<file path="config.mk">
export PLATFORM = sky130hd
export DESIGN_NAME = priority_encoder_drain
export DESIGN_NICKNAME = d
export VERILOG_FILES = /design/src/rtl/priority_encoder_drain.sv
export SDC_FILE = /design/constraint.sdc
export NUM_CORES = 1
export LEC_CHECK = 0
export BUFFER_PORTS_ARGS = -buffer_cell sky130_fd_sc_hd__buf_2
export CAP_MARGIN = 10
export CORE_UTILIZATION = 48
export DETAILED_ROUTE_END_ITERATION = 16
export GPL_TIMING_DRIVEN = 0
export PLACE_DENSITY = 0.75
export SLEW_MARGIN = 0
export SYNTH_ARGS = -nofsm -noshare
export SYNTH_HDL_FRONTEND = slang
export SYNTH_SLANG_ARGS = --single-unit
</file>
<file path="constraint.sdc">
create_clock -name clk -period 2.1 [get_ports clk]
set_input_delay 0.42 -clock clk [delete_from_list [all_inputs] [get_ports clk]]
set_output_delay 0.42 -clock clk [all_outputs]
set_load 0.005 [all_outputs]
</file>
<file path="src/rtl/priority_encoder_drain.sv">
// Registered multi-hot priority encoder: accepts a request vector, then drains its set bits one index per handshake.
// Define ENC_MSB_FIRST_EN to drain highest index first instead of lowest.
module priority_encoder_drain #(
    parameter int WIDTH = 16,
    parameter int OUT_W = 4
) (
    input  logic             clk,
    input  logic             rst,
    input  logic             in_valid,
    output logic             in_ready,
    input  logic [WIDTH-1:0] in_vec,
    output logic             out_valid,
    input  logic             out_ready,
    output logic [OUT_W-1:0] out_idx,
    output logic             out_last,
    output logic             busy,
    output logic             empty_drop
);

    if ((2 ** OUT_W) < WIDTH) begin : g_bad_out_w
        $error("priority_encoder_drain: OUT_W too small for WIDTH");
    end
    if (WIDTH < 2 || WIDTH > 256) begin : g_bad_width
        $error("priority_encoder_drain: WIDTH outside 2..256");
    end

    typedef enum logic {
        IDLE  = 1'b0,
        DRAIN = 1'b1
    } state_t;

    state_t           state_q, state_d;
    logic [WIDTH-1:0] pend_q, pend_d;
    logic             empty_drop_q, empty_drop_d;

    function automatic logic [OUT_W-1:0] pick(input logic [WIDTH-1:0] v);
        logic [OUT_W-1:0] r;
        r = '0;
`ifdef ENC_MSB_FIRST_EN
        for (int i = 0; i < WIDTH; i++) begin
            if (v[i]) r = OUT_W'(i);
        end
`else
        for (int i = WIDTH - 1; i >= 0; i--) begin
            if (v[i]) r = OUT_W'(i);
        end
`endif
        return r;
    endfunction

    logic accept;
    logic fire;
    logic one_hot;

    // Index and last flag depend only on registered pend, so they hold under backpressure.
    always_comb begin
        out_idx   = pick(pend_q);
        one_hot   = (pend_q != '0) && ((pend_q & (pend_q - WIDTH'(1))) == '0);
        out_last  = one_hot;
        out_valid = (state_q == DRAIN);
        busy      = (state_q == DRAIN);
        fire      = out_valid & out_ready;
        in_ready  = (state_q == IDLE) | (fire & out_last);
        accept    = in_valid & in_ready;
    end

    always_comb begin
        state_d      = state_q;
        pend_d       = pend_q;
        empty_drop_d = 1'b0;
        unique case (state_q)
            IDLE: begin
                if (accept) begin
                    if (in_vec != '0) begin
                        pend_d  = in_vec;
                        state_d = DRAIN;
                    end else begin
                        empty_drop_d = 1'b1;
                    end
                end
            end
            DRAIN: begin
                if (fire && !out_last) begin
                    pend_d = pend_q & ~(WIDTH'(1) << out_idx);
                end else if (fire && out_last) begin
                    // Final handshake may reload directly, avoiding an idle bubble.
                    if (accept && in_vec != '0) begin
                        pend_d = in_vec;
                    end else begin
                        pend_d       = '0;
                        state_d      = IDLE;
                        empty_drop_d = accept;
                    end
                end
            end
            default: begin
                state_d = IDLE;
                pend_d  = '0;
            end
        endcase
    end

    always_ff @(posedge clk or posedge rst) begin
        if (rst) begin
            state_q      <= IDLE;
            pend_q       <= '0;
            empty_drop_q <= 1'b0;
        end else begin
            state_q      <= state_d;
            pend_q       <= pend_d;
            empty_drop_q <= empty_drop_d;
        end
    end

    assign empty_drop = empty_drop_q;

endmodule

</file>
# [Word level (Yosys, flattened, before mapping)]
# Cells that the tools add are included.
[word_totals] register_bits=18 latch_bits=0 ram_bits=0 mem_bits_ro=0 input_bits=20 output_inout_bits=9 word_cells=59 memories=0
[classes] add_sub_neg=1 multipliers=0 div_mod_pow=0 magnitude_cmp=0 n_eq_ne=3 shifts=1 muxes=34 bitwise=8 reduce_logical=9
[op_table] cell="$mux 16" count=5
[op_table] cell="$mux 4" count=16
[op_table] cell="$and 16x16->16" count=2
[op_table] cell="$pmux 16 s2" count=1
[op_table] cell="$reduce_bool 16->1" count=2
[op_table] cell="$logic_not 16->1" count=1
[op_table] cell="$not 16->16" count=1
[op_table] cell="$shl 1x4->16 const A" count=1
[op_table] cell="$sub 16x1->16 const B" count=1
[op_table] cell="$mux 1" count=10
[op_table] cell="$logic_and 1x1->1" count=4
[op_table] cell="$pmux 1 s2" count=2
[op_table] cell="$and 1x1->1" count=3
[op_table] cell="$ne 3x1->1 const B" count=1
[op_table] cell="$reduce_and 3->1" count=1
[op_table] cell="$ne 2x1->1 const B" count=1
[op_table] cell="$ne 2x2->1 const B" count=1
[op_table] cell="$logic_not 1->1" count=1
[op_table] cell="$not 1->1" count=1
[op_table] cell="$or 1x1->1" count=1

# [Logic depth before layout (Yosys ltp)]
[depth] ltp_word=21 depth_mapped=10 ltp_nobuf=7

# [Worst setup path before layout]
# OpenSTA, ideal clock, no wires.
[synth_path] path_kind="register to register" start="reg pend_q[3]" end="reg pend_q[0]" setup_time_ps=66 arrival_ps=2312 required_time_ps=2034 path_slack_ps=-279 stages_incl_launch_ff=11 path_buffers=4 period_less_slack_ps=2379 cell_sequence="dfrtp_1 buf_6 or4_4 buf_6 nor3_2 o21bai_1 o41ai_4 and2b_1 buf_6 buf_8 a22o_1"
[synth_via] elab_chain_len=12 word_cells_on_any_way=26 cone_classes="add/sub (1); eq/ne (2); shift (1); mux (8); bitwise (6); reduce/logical (8)"
[synth_lines] element="start: declaration" line_no="33" text="logic [WIDTH-1:0] pend_q, pend_d;"
[synth_lines] element="start signal: assignment" line_no="110" text="pend_q <= pend_d;"
[synth_lines] element="$sub 16x1->16" line_no="58" text="one_hot = (pend_q != '0) && ((pend_q & (pend_q - WIDTH'(1))) == '0);"
[synth_lines] element="$and 16x16->16" line_no="58"
[synth_lines] element="$logic_not 16->1" line_no="58"
[synth_lines] element="$logic_and 1x1->1 (*)" line_no="58"
[synth_lines] element="$and 1x1->1 (*)" line_no="63" text="in_ready = (state_q == IDLE) | (fire & out_last);"
[synth_lines] element="$or 1x1->1 (*)" line_no="63"
[synth_lines] element="net in_ready" line_no="10" text="output logic in_ready,"
[synth_lines] element="$and 1x1->1 (*)" line_no="64" text="accept = in_valid & in_ready;"
[synth_lines] element="$logic_and 1x1->1" line_no="87" text="if (accept && in_vec != '0) begin"
[synth_lines] element="$mux 16" line_no="87"
[synth_lines] element="$mux 16" line_no="85" text="end else if (fire && out_last) begin"
[synth_lines] element="$mux 16" line_no="83" text="if (fire && !out_last) begin"
[synth_lines] element="$pmux 16 s2" line_no="71" text="unique case (state_q)"
# Mark *: on every way through the listed nets, which the timed path passes. The rest lies on a longest branch. The select of a mux whose other input is x is not followed.
# A chain may end at the register's enable or synchronous reset.

# [Worst setup path after layout]
[layout_path] start="reg pend_q[1]" end="out in_ready"
[layout_via] elab_chain_len=6 word_cells_on_any_way=7 cone_classes="add/sub (1); bitwise (3); reduce/logical (3)"
[layout_lines] element="$sub 16x1->16" line_no="58"
[layout_lines] element="$and 16x16->16" line_no="58"
[layout_lines] element="$logic_not 16->1" line_no="58"
[layout_lines] element="$logic_and 1x1->1 (*)" line_no="58"
[layout_lines] element="$and 1x1->1 (*)" line_no="63"
[layout_lines] element="$or 1x1->1 (*)" line_no="63"
[layout_lines] element="end: declaration" line_no="10"
# Mark *: on every way between the ends. The rest lies on a longest branch, timed or not.

==> impl_metrics.tcl <==
set metrics [dict create \
    core_mm2 0.00252 \
    io_pins 29 \
    yosys_warnings 0 \
    placed_area_mm2 0.00151 \
    power_switching_w 0.00175 \
    sw_frac_of_total 0.456 \
    antenna_found_initial 0 \
    max_slew.worst_pin.slew_ns 0.722 \
    violations "negative setup slack" \
    dpl.hpwl_um 2780 \
    drc 0 \
    synth_area_leaders "dfrtp_1 35%, a32o_1 6.2%, nor4_1 3.8%" \
    grt_usage 0.303 \
    seqCellArea_um2 462 \
    power.internal_w 0.00209 \
    num_vias 1552 \
    wl_per_cell_um 20.2 \
    final_area_mm2 0.00203 \
    finalCritPeriodShare 1.25 \
    timing.final.crit_period_ns 2.63 \
    htree_levels 1 \
    place.gp.congestion 0.945 \
    rsz0062_at_grt "yes" \
    r2r_start "pend_q[6]" \
    syn-num-nets 163 \
    power.density_mw_per_mm2 1890 \
    setup_viol 24 \
    wl_um 4810 \
    antenna_cells 0 \
    combPwrFrac 0.766 \
    n_fill_cell 169 \
    cts-root-buf "clkbuf_4" \
    die_h_um 54.0 \
    fp-row-count 18 \
    netlist_area_mm2 0.00130 \
    yosys.cell_types.count 47 \
    post-place-ws_ns -0.512 \
    layout.nets 229 \
    clkPwrFrac 0.056 \
    netlist.area_leader.share 0.346 \
    clock_latency_ns 0.29 \
    relSlewSlack 0.518 \
    numCtsBuffers 3 \
    die_area_mm2 0.00292 \
    synth_edf_count 0 \
    critical_path_arrival_ns 2.21 \
    worst_r2r_path_depth 10 \
    hp-class "input pin to asynchronous set/reset pin" \
    end_kind "output pin" \
    viasPerCell 6.52 \
    hold_viol 0 \
    grt_max_degree 19 \
    status "finished with violations" \
    setup.worst_path.start_class "register" \
    multi_input_area_um2 912 \
    cts_tree "built" \
    required_ns 1.68 \
    cap_viol_max_count 0 \
    startpoint "pend_q[1]" \
    crit_fanout 5 \
    clock_path_buffers 2 \
    finalClockSkew_ns 0.00954 \
    synth_ff_type "dfrtp_1" \
    grt_remaining_overflow 0 \
    ir_worst_vdd_uv 1310 \
    layout_common_cells "35 x buf_4, 28 x buf_2, 12 x nor2_1" \
    syn_avg_cell_area_um2 9.09 \
    yosysTopAreaCell "dfrtp_1" \
    antenna_left 0 \
    async_flop_share 1.00 \
    synth_seq_cells 18 \
    dr.pass1.iters 4 \
    slew_violations 0 \
    die_x_um 54.0 \
    grt_pass1_wl_um 6130 \
    setup_ws_ns -0.530 \
    synth-seq-area-share 0.346 \
    p_seq_frac 0.178 \
    total_leakage_power_nw 0.943 \
    crit_type "register to output pin" \
    cts.clk_slew.worst_paths_ns 0.11 \
    cts_sinks 18 \
    r2r_setup_slack_ns -0.45 \
    synthCells 143 \
    grt_pass1_vias 1304 \
    area_growth_pct 56.5 \
    final_common_cell "buf_4" \
    drive_above_1_share 0.558 \
    r2r_end "pend_q[10]" \
    drt_iter0_drc 100 \
    port_buffers 28 \
    max_freq_ghz 0.380 \
    initial_core_util 0.515 \
]
## area by class of cell
type                    count  area share
inverters                   9      0.0178
flip-flops and latches     18       0.227
clock buffers               4      0.0178
plain buffers               8      0.0375
multi-input cells         102       0.448
well taps                  30      0.0185
repair buffers             67       0.233
## stage by stage
stage,power [W],hold WS [ns],setup TNS [ns],utilization,std cells
floorplan,0.00194,0.359,-3.44,-,143
global placement,0.00240,0.541,-8.75,0.597,201
detailed placement,0.00243,0.569,-9.02,0.597,201
CTS,0.00301,0.241,-8.51,0.683,213
global route,0.00401,0.281,-9.64,0.807,238
finish,0.00384,0.221,-8.06,0.807,238
## worst max path at each step
stage / end / slack [ns] / cells past startpoint
floorplan: pend_q[0] / -0.25 / 10
global placement: pend_q[2] / -0.50 / 9
detailed placement: pend_q[12] / -0.51 / 9
CTS: in_ready / -0.58 / 6
global route: in_ready / -0.59 / 5
finish: in_ready / -0.53 / 6
## registers in the layout (all words and copies together), names as in the netlist
register	cells
pend_q	16
busy	1
empty_drop	1
## synthesized netlist by cell type (3+ instances only)
library cell,n
nand2_1,6
a31oi_1,4
inv_1,9
clkbuf_1,5
a221o_1,4
nand3_1,3
or3_1,4
a22o_1,3
a32o_1,8
nor4_1,8
dfrtp_1,18
a21oi_1,5
nor2_1,12
buf_6,4
nor3_1,7
## routing by layer
layer	track usage	vias to the layer above	wire length (µm)
met4	0.120	0	154
met1	0.405	721	1840
li1	-	692	-
met2	0.479	120	2310
met5	0	-	0
met3	0.0537	19	503
## cell families (layout without fill, tap and decap cells)
kind of cell    count (synthesis)  after routing  share of synthesized area
compound gates                 47             47                      0.307
buf+inv                        23             88                      0.106
mux                             2              2                     0.0164
fa+ha+maj                       1              1                    0.00770
simple gates                   52             52                      0.217
flops                          18             18                      0.346
## timing repair
action                     in CTS  in global routing
gates resized for setup        20                 32
pin swaps                      16                 17
buffers inserted               11                 27
hold buffers                    0                  0
setup endpoints to repair      24                 24
cloned                          1                  0
## worst max-delay path: stages (launching register included)
cell	delay, ns
dfrtp_2	0.47
buf_4	0.17
a211o_1	0.26
a221oi_1	0.36
o21ai_2	0.17
o41ai_4	0.32
buf_2	0.16
## power groups by stage
stage / registers, W / logic [W] / clock network [W]
floorplan: 0.000558 / 0.00138 / 0
global placement: 0.000585 / 0.00181 / 0
detailed placement: 0.000595 / 0.00184 / 0
CTS: 0.000677 / 0.00211 / 0.000221
global route: 0.000694 / 0.00309 / 0.000231
finish: 0.000685 / 0.00294 / 0.000215
Power figures use the tool's default switching activity.
